## config.mk

```make
export PLATFORM = sky130hd
export DESIGN_NAME = aftab_shift_mult_controller
export DESIGN_NICKNAME = d
export VERILOG_FILES = /design/src/rtl/aftab_shift_mult_controller.sv
export SDC_FILE = /design/constraint.sdc
export NUM_CORES = 1
export LEC_CHECK = 0
export CORE_AREA = 2 2 39 41
export DETAILED_ROUTE_END_ITERATION = 8
export DIE_AREA = 0 0 41 43
export SYNTH_ARGS = -nofsm -noshare
export SYNTH_HDL_FRONTEND = slang
export SYNTH_SLANG_ARGS = --single-unit
export TNS_END_PERCENT = 20
```

## constraint.sdc

```tcl
create_clock -name clk -period 1.7 [get_ports clk]
set_input_delay 0.34 -clock clk [delete_from_list [all_inputs] [get_ports clk]]
set_output_delay 0.34 -clock clk [all_outputs]
set_load 0.005 [all_outputs]
```

## src/rtl/aftab_shift_mult_controller.sv

```systemverilog
// aftab_shift_mult_controller
//
// Sequencing FSM for the AFTAB shift-add multiplier datapath. A start request
// loads the operand registers and clears the product. Then, for each of the
// `size` multiplier bits, the FSM tests the multiplier LSB, optionally
// accumulates the multiplicand into the product high half, and shifts the
// product and multiplier right by one. Completion is a one-cycle doneMult
// pulse.
//
// Optional feature macro: AFTAB_MULT_ABORT_EN
//   When defined, abortMult in LOAD/TEST/ADD/SHIFT returns the FSM to IDLE
//   without a doneMult pulse. When undefined, abortMult is accepted but ignored.
//
// All outputs are a pure decode of the state register (Moore machine).

module aftab_shift_mult_controller #(
    parameter int unsigned size     = 32,
    parameter int unsigned cntWidth = 5
) (
    input  logic clk,
    input  logic rst,
    input  logic startMult,
    input  logic lsbMultiplier,
    input  logic abortMult,
    output logic ldMultiplicand,
    output logic ldMultiplier,
    output logic initProduct,
    output logic ldAcc,
    output logic shREn,
    output logic busy,
    output logic readyMult,
    output logic doneMult
);

    // Counter value seen in the SHIFT state of the final iteration.
    localparam logic [cntWidth-1:0] LastCnt = cntWidth'(size - 1);

    typedef enum logic [2:0] {
        StIdle  = 3'd0,
        StLoad  = 3'd1,
        StTest  = 3'd2,
        StAdd   = 3'd3,
        StShift = 3'd4,
        StDone  = 3'd5
    } state_e;

    state_e              state_q, state_d;
    logic [cntWidth-1:0] cnt_q, cnt_d;
    logic                abort_req;

`ifdef AFTAB_MULT_ABORT_EN
    // Abort only counts while an operation is actually in its working states;
    // in DONE the result is already committed, in IDLE there is nothing to stop.
    always_comb begin
        abort_req = 1'b0;
        unique case (state_q)
            StLoad, StTest, StAdd, StShift: abort_req = abortMult;
            default:                        abort_req = 1'b0;
        endcase
    end
`else
    // Port is kept for a uniform interface; the input is intentionally unused.
    logic unused_abort;
    assign unused_abort = abortMult;
    assign abort_req    = 1'b0;
`endif

    // State and iteration counter registers.
    always_ff @(posedge clk or negedge rst) begin
        if (!rst) begin
            state_q <= StIdle;
            cnt_q   <= '0;
        end else begin
            state_q <= state_d;
            cnt_q   <= cnt_d;
        end
    end

    // Next-state and counter update.
    always_comb begin
        state_d = state_q;
        cnt_d   = cnt_q;
        unique case (state_q)
            StIdle: begin
                if (startMult) begin
                    state_d = StLoad;
                end
            end
            StLoad: begin
                cnt_d   = '0;
                state_d = StTest;
            end
            StTest: begin
                state_d = lsbMultiplier ? StAdd : StShift;
            end
            StAdd: begin
                state_d = StShift;
            end
            StShift: begin
                cnt_d = cnt_q + 1'b1;
                // Decision uses the pre-increment count.
                if (cnt_q == LastCnt) begin
                    state_d = StDone;
                end else begin
                    state_d = StTest;
                end
            end
            StDone: begin
                state_d = StIdle;
            end
            default: begin
                state_d = StIdle;
            end
        endcase
        // Abort overrides every other transition.
        if (abort_req) begin
            state_d = StIdle;
        end
    end

    // Output decode from state only.
    always_comb begin
        ldMultiplicand = 1'b0;
        ldMultiplier   = 1'b0;
        initProduct    = 1'b0;
        ldAcc          = 1'b0;
        shREn          = 1'b0;
        busy           = 1'b1;
        readyMult      = 1'b0;
        doneMult       = 1'b0;
        unique case (state_q)
            StIdle: begin
                busy      = 1'b0;
                readyMult = 1'b1;
            end
            StLoad: begin
                ldMultiplicand = 1'b1;
                ldMultiplier   = 1'b1;
                initProduct    = 1'b1;
            end
            StTest: begin
                // Wait state: lets lsbMultiplier settle after LOAD/SHIFT.
            end
            StAdd: begin
                ldAcc = 1'b1;
            end
            StShift: begin
                shREn = 1'b1;
            end
            StDone: begin
                doneMult = 1'b1;
            end
            default: begin
                busy      = 1'b0;
                readyMult = 1'b1;
            end
        endcase
    end

    // Datapath controls must never overlap: the datapath has no priority
    // between accumulate, shift and load.
    property p_ctrl_exclusive;
        @(posedge clk) disable iff (!rst)
            $onehot0({ldMultiplier, ldAcc, shREn, doneMult, readyMult});
    endproperty
    assert property (p_ctrl_exclusive);

    // Every accumulate is immediately followed by a shift.
    property p_acc_then_shift;
        @(posedge clk) disable iff (!rst)
            (ldAcc && !abortMult) |=> (shREn || !rst);
    endproperty
`ifndef AFTAB_MULT_ABORT_EN
    assert property (p_acc_then_shift);
`endif

endmodule
```

# == After elaboration in Yosys (flattened, before gate mapping) ==
# Index checks and enable logic that the tools add are counted.
# totals
reg_bits,8
in_bits,5
output_inout_bits,8
wordCells,24
# classes
n_addsub,1
n_eq_ne,7
muxes,11
reduce_logical,3
# op_table
cell,count
$pmux 3 s5,1
$pmux 5 s2,1
$mux 3,3
$eq 3x2->1 const B,2
$eq 3x3->1 const B,2
$mux 1,6
$add 5x1->5 const B,1
$eq 5x5->1 const B,1
$reduce_or 5->1,1
$eq 3x1->1 const B,1
$logic_not 3->1,1
$ne 2x2->1 const B,1
$reduce_bool 2->1,1

# == Depth between registers and ports, before layout ==
# Gate-level depths: netlist (run 1).
# depth
ltp_word,3
depth_mapped,6
ltp_nobuf,6

# == Worst setup path before layout (run 1) ==
# Ideal clock, no wire load.
# synth_path
kind,reg2reg
from,register cnt_q[0]
to,register state_q[0]
setup_ps,129
arrival_time_ps,1251
required_time_ps,1571
setup_slack_ps,320
stages_incl_launch_ff,6
n_path_buf,0
period_less_slack_ps,1380
cell_sequence,dfrtp_1 > ha_1 > and3_1 > ha_1 > a211oi_1 > a211oi_1
# synth_between
elab_chain_cells,3
# synth_rtl
item,line,rtl
"start, declared",48,"logic [cntWidth-1:0] cnt_q, cnt_d;"
"start signal, assigned",75,cnt_q <= cnt_d;
$eq 5x5->1,102,if (cnt_q == LastCnt) begin
$mux 3,102,
$pmux 3 s5,83,unique case (state_q)
"end signal, assigned",71,state_q <= StIdle;
"end signal, assigned",74,state_q <= state_d;
"end, declared",47,"state_e state_q, state_d;"
# Every way passes these cells.
# A chain may end at the register's enable or synchronous reset.

# == Worst setup path in the final report (run 1) ==
# layout_path
from,register state_q[1]
to,output port readyMult
# layout_between
elab_chain_cells,3
elab_cells_between_ends,7
cone_classes,eq/ne: 5; mux: 1; reduce/logical: 1
# layout_rtl
item,line,rtl
"$eq 3x3->1, or another cell as far along",131,unique case (state_q)
$reduce_or 5->1 (no source line) *,--,
$mux 1 *,131,
"end, declared",31,"output logic readyMult,"
# Mark *: on every way between the ends. The rest lies on a longest branch, timed or not.

==> results of run 1 <==
timing repair:
item | 4_1_cts | 5_1_grt
hold endpoints to repair | 0 | 0
pin swaps | 0 | 1
endpoints found under the setup margin | 8 | 4
gates resized for setup | 12 | 8
gates cloned | 0 | 0
through the flow:
step | hold slack, ns | util (%)
4_1_cts | 0.380 | 48.0
3_5_place_dp | 0.473 | 46.2
6_report | 0.360 | 47.6
2_1_floorplan | 0.0444 | -
3_3_place_gp | 0.463 | 46.2
5_1_grt | 0.395 | 47.6
how the worst max path moves through the flow:
| stage | depth (start not counted) | from | slack [ns] | to |
|---|---|---|---|---|
| 3_3_place_gp | 3 | state_q[0]$_DFFE_PN0P_ | 0.03 | initProduct |
| 4_1_cts | 3 | state_q[1]$_DFFE_PN0P_ | 0.004 | ldMultiplicand |
| 3_5_place_dp | 3 | state_q[0]$_DFFE_PN0P_ | 0.02 | ldMultiplicand |
| 6_report | 5 | state_q[1]$_DFFE_PN0P_ | 0.08 | readyMult |
| 2_1_floorplan | 5 | cnt_q[0]$_DFFE_PN0P_ | 0.32 | state_q[0]$_DFFE_PN0P_ |
| 5_1_grt | 5 | state_q[1]$_DFFE_PN0P_ | 0.003 | readyMult |
Yosys cell counts:
cell type	n
a211oi_1	2
a21oi_1	4
a22o_1	2
a32o_1	1
and2b_2	1
and3_1	2
buf_2	1
buf_4	3
buf_6	1
dfrtp_1	8
ha_1	2
inv_1	3
inv_2	1
mux2i_1	2
nand2_1	5
nand2b_1	1
nand4_1	1
nor2_1	1
nor3_1	1
nor3b_1	3
nor3b_4	1
o22ai_1	2
or3b_4	1
kinds of logic after synthesis:
family | Yosys count | share of synthesized area (%)
multiplexers | 2 | 4.10
buffers and inverters | 9 | 11.0
flip-flops | 8 | 41.0
adder cells (fa/ha/maj) | 2 | 5.13
AO/OA/AOI/OAI | 11 | 15.4
AND/OR/NAND/NOR | 17 | 23.3
registers in the layout, indices dropped and copies added (netlist names):
signal / cells
state_q: 3
cnt_q: 5
power by group through the flow:
stage	Combinational (W)	Sequential (W)	Clock, W
final	0.000609	0.000286	0.000143
after global routing	0.000680	0.000294	0.000160
after CTS	0.000615	0.000285	0.000146
after detailed placement	0.000649	0.000283	0
after global placement	0.000645	0.000282	0
after floorplan	0.000377	0.000278	0
layout make-up:
class	count	area [um2]	share of cell area [%]
clock buffer	3	22.5	3.42
timing repair buffer	19	160	24.3
sequential	8	200	30.4
multi-input combinational	32	239	36.2
tap	16	20.0	3.04
inverter	4	17.5	2.66
metal layers:
layer | vias to the layer above | GRT usage, % | part of all wire [%]
li1 | 207 | - | -
met1 | 188 | 17.8 | 46
met2 | 13 | 20.0 | 45
met3 | 2 | 4.71 | 6.7
met4 | 0 | 10.0 | 2.0
met5 | - | 0 | 0
==> qor.yml, run 1 <==
global_route:
  grt.total_usage_pct: 14.4
  grt_start_max_net_pins: 10
  grt-ovfl-total: 0
  grt_first_pass_wirelength_mm: 1.63
  first_global_vias: 402
  antenna_found_initial: 0
sta:
  maxSlewViolCount: 0
  hold_viol_final: 0
  finalCriticalPeriod_ns: 1.62
  tns_ns: 0
  worstMarginPinSlew_ns: 0.355
  final-setup-viol-count: 0
  max_freq_mhz: 616
  rsz0062_at_grt: "no"
  finalCritPeriodShare_pct: 95.5
  setup_slack_ns: 0.0763
  skew_ns: 0.00956
  slew_headroom_pct: 76.2
detailed_routing:
  routed_wl_um: 935
  wire_per_inst_um: 11.4
  drc_errors: 0
  vias: 410
  drtIter0Drc: 1
  via_per_inst: 5.00
  ant_nets: 0
  first_pass_iters: 2
yosys:
  ys_seq_elements: 8
  syn_area_um2: 488
  yosysWarnings: 0
  ys_seq_area_share_pct: 41.0
  postSynthCellCount: 49
  synth_area_leaders: "dfrtp_1 (41%), ha_1 (5.1%), buf_4 (4.6%)"
  synth_top_area_share_pct: 41.0
  synth_fp_nets: 56
  avgSynthCellArea_um2: 9.96
  synth_top_area_cell: "dfrtp_1"
  synthDistinctLibCells: 23
floorplanning:
  initial_core_util_pct: 35.3
  dieArea_um2: 1760
  pin_count: 13
  rows: 14
  fp.dieH_um: 43
  chipWidth_um: 41
  core_area_um2: 1380
power_and_ir_drop:
  pwr-share-comb_pct: 58.6
  p_switching_w: 0.000381
  leakage_nw: 0.344
  powerDensity_nw_per_um2: 1580
  ir_worst_vdd_uv: 730
  p_seq_share_pct: 27.6
  clockPowerShare_pct: 13.8
  p_total_w: 0.00104
  sw_frac_of_total_pct: 36.7
  p_int_w: 0.000658
placement:
  dp_cells: 79
  dpl-instance-area_um2: 639
  portBuffers: 11
  pre_cts_slack_ns: 0.0186
  gp_congestion: 0.703
  dp_hpwl_um: 718
critical_path:
  rrSetupSlack_ns: 0.22
  reg2reg_depth: 6
  slowest_stage: "dfrtp_1"
  r2r_end: "state_q[1]$_DFFE_PN0P_"
  cp.required_ns: 1.36
  crit_chain: "buf_6 -> nor3_2 -> a21oi_1 -> inv_1 -> dlygate4sd2_1"
  crit_type: "reg -> out"
  start_kind: "register"
  critPathCaptureType: "primary output"
  reg2reg_from: "cnt_q[0]$_DFFE_PN0P_"
  max_stage_delay_ns: 0.39
  crit_arrival_ns: 1.28
  cp_num_buf_inv: 3
  path_delay_family: "buffers and inverters"
  cp_max_fo: 8
clocking:
  numCtsBuffers: 3
  clock_latency_ns: 0.25
  cts-root-buf: "clkbuf_4"
  cts_hold_buf: 0
  clock_path_buffers: 2
  clk_pin_slew_ns: 0.06
  cts-htree-levels: 1
  clock_sinks: 8
  cts_tree: "yes"
  post_cts_buffers: 0
status:
  status: "finished clean"
layout:
  final_cell_mix: "dfrtp_1 (8), nand2_1 (5), dlygate4sd2_1 (5), buf_4 (5), a21oi_1 (4)"
  nNetsFinal: 75
  nFillCells: 140
  antennaDiodeCount: 0
  mostFrequentLayoutCell: "dfrtp_1"
  stdcell_area_um2: 659
  final_cells: 82
  layout-drive-gt1-share_pct: 30.3
  area_growth_syn_to_layout_pct: 35.1
job:
  drv_cap: 0
hold_path:
  holdCritPathClass: "in -> async"
(Power assumes the default switching activity.)
==> run 2: changes to the inputs <==
--- a/config.mk
+++ b/config.mk
@@ -8,6 +8,7 @@
 export CORE_AREA = 2 2 39 41
 export DETAILED_ROUTE_END_ITERATION = 8
 export DIE_AREA = 0 0 41 43
+export PLACE_DENSITY = 0.73
 export SYNTH_ARGS = -nofsm -noshare
 export SYNTH_HDL_FRONTEND = slang
 export SYNTH_SLANG_ARGS = --single-unit
==> run 2 against run 1 <==
Worst setup slack got worse by 0.021 ns. Count of clock-buffer cells in the layout unchanged. Register-to-register slack lost 0.04 ns. Clock power shrank 3%. Global-route usage rose by 0.17 points. Die area did not move. Largest cell class unchanged. Core utilization up 1.8 points. Via count rose by 3.9%.
==> qor.yml, run 2 (synthesized netlist as in run 1, its figures left out) <==
critical_path:
  start_kind: "register"
  cp_max_fo: 3
  reg2reg_depth: 6
  cp.required_ns: 1.36
  crit_arrival_ns: 1.30
  reg2reg_from: "cnt_q[0]$_DFFE_PN0P_"
  cp-startpoint: "state_q[1]$_DFFE_PN0P_"
  crit_type: "reg -> out"
  critPathCaptureType: "primary output"
power_and_ir_drop:
  leakage_nw: 0.358
  p_switching_w: 0.000409
  p_int_w: 0.000699
  p_seq_share_pct: 25.3
  pwr-share-comb_pct: 62.2
  powerDensity_nw_per_um2: 1620
  sw_frac_of_total_pct: 36.9
  ir_worst_vdd_uv: 407
  clockPowerShare_pct: 12.5
placement:
  gp_congestion: 0.659
  pre_cts_slack_ns: 0.000188
  dp_cells: 79
  portBuffers: 11
  dp_hpwl_um: 700
hold_path:
  holdCritPathClass: "in -> async"
layout:
  antennaDiodeCount: 0
  top_regs: "cnt_q: 5 flops, state_q: 3 flops"
  post-route-util_pct: 49.5
  largest_reg_flops: 5
  layout-drive-gt1-share_pct: 37.7
  final_cell_mix: "dfrtp_1 (8), buf_4 (8), nand2_1 (5), clkbuf_2 (5), a21oi_1 (4)"
  final_cells: 85
  area_growth_syn_to_layout_pct: 40.3
  nNetsFinal: 78
  largest-register: "cnt_q"
  nFillCells: 131
global_route:
  grt.total_usage_pct: 14.5
  grt_start_max_net_pins: 11
  antenna_found_initial: 0
  grt-ovfl-total: 0
  first_global_vias: 400
  grt_first_pass_wirelength_mm: 1.69
detailed_routing:
  dr_wl_met3_um: 20
  top_layer: "met3"
  wire_per_inst_um: 11.5
  met2_wirelength_um: 522
  first_pass_iters: 3
  via_per_inst: 5.01
  wl_met1_um: 438
  ant_nets: 0
  drc_errors: 0
  drtIter0Drc: 4
  vias: 426
  routed_wl_um: 981
job:
  drv_cap: 0
floorplanning:
  rows: 14
  chipWidth_um: 41
  core_area_um2: 1380
  pin_count: 13
  initial_core_util_pct: 35.3
  fp.dieH_um: 43
  dieArea_um2: 1760
clocking:
  cts_tree: "yes"
  cts-root-buf: "clkbuf_4"
  numCtsBuffers: 3
  clock_latency_ns: 0.25
  clk_pin_slew_ns: 0.05
  clock_sinks: 8
  cts-htree-levels: 1
  clock_path_buffers: 2
sta:
  max_freq_mhz: 608
  worstMarginPinSlew_ns: 0.359
  final-setup-viol-count: 0
  tns_ns: 0
  finalCriticalPeriod_ns: 1.64
  maxSlewViolCount: 0
  slew_headroom_pct: 76.0
  skew_ns: 0.00226
  rsz0062_at_grt: "yes"
  setup_slack_ns: 0.0552
  finalCritPeriodShare_pct: 96.8
  hold_viol_final: 0
status:
  status: "finished clean"
## run 2: cell count changes in the layout (fill, tap and decap cells not counted), sizes merged
cell,before,now
buf,8,11
clkbuf,6,8
clkdlybuf4s15,0,1
dlygate4sd2,5,2
## run 2: cell type report
cell class / count / area (um2) / share of cell area (%)
Clock buffer: 3 / 22.5 / 3.29
Inverter: 4 / 15.0 / 2.19
Multi-Input combinational cell: 32 / 250 / 36.6
Sequential cell: 8 / 200 / 29.3
Tap cell: 16 / 20.0 / 2.93
Timing Repair Buffer: 22 / 176 / 25.8
## run 2: stage by stage
step                      instance area, um2  hold slack (ns)  total power [W]
after floorplan                          488           0.0444         0.000655
after global placement                   639            0.455         0.000918
after detailed placement                 639            0.472         0.000939
after CTS                                683            0.365          0.00110
after global routing                     684            0.374          0.00122
final                                    684            0.369          0.00111
## run 2: power groups by stage
| stage | sequential [W] | clock [W] | combinational, W |
|---|---|---|---|
| final | 0.000280 | 0.000138 | 0.000689 |
| after global routing | 0.000285 | 0.000162 | 0.000770 |
| after CTS | 0.000284 | 0.000148 | 0.000663 |
| after detailed placement | 0.000279 | 0 | 0.000660 |
| after global placement | 0.000275 | 0 | 0.000643 |
| after floorplan | 0.000278 | 0 | 0.000377 |
## run 2: timing repair
item                                    4_1_cts  5_1_grt
gates cloned                                  0        0
pin swaps                                     1        1
setup buffers                                 2        1
resized for setup                            13       13
endpoints found under the setup margin        8        5
hold buffers                                  0        0
hold endpoints to repair                      0        0
## run 2: worst paths after layout
check,endpoint,slack [ns]
min in group clk,cnt_q[3]$_DFFE_PN0P_,0.47
setup / recovery,initProduct,0.06
hold reg to reg,cnt_q[3]$_DFFE_PN0P_,0.47
hold / removal,cnt_q[2]$_DFFE_PN0P_,0.37
setup reg to reg,state_q[1]$_DFFE_PN0P_,0.18
max in group asynchronous,cnt_q[0]$_DFFE_PN0P_,1.07
## run 2: layer usage
| metal | vias to the layer above | GRT usage (%) |
|---|---|---|
| met5 | - | 0 |
| met3 | 0 | 1.57 |
| li1 | 214 | - |
| met4 | 0 | 12.0 |
| met2 | 6 | 22.2 |
| met1 | 206 | 17.1 |
## run 2: critical path: stages (launching register included)
cell and delay [ns]:
dfrtp_1 0.38, or3b_4 0.41, inv_2 0.06, buf_4 0.10, clkbuf_2 0.10
==> run 3: changes to the inputs <==
--- a/config.mk
+++ b/config.mk
@@ -6,6 +6,8 @@
 export NUM_CORES = 1
 export LEC_CHECK = 0
 export CORE_AREA = 2 2 39 41
+export CTS_CLUSTER_DIAMETER = 150
+export CTS_CLUSTER_SIZE = 20
 export DETAILED_ROUTE_END_ITERATION = 8
 export DIE_AREA = 0 0 41 43
 export PLACE_DENSITY = 0.73
==> results of run 3 <==
The final DEF is identical to that of run 2; final timing and power are the same.
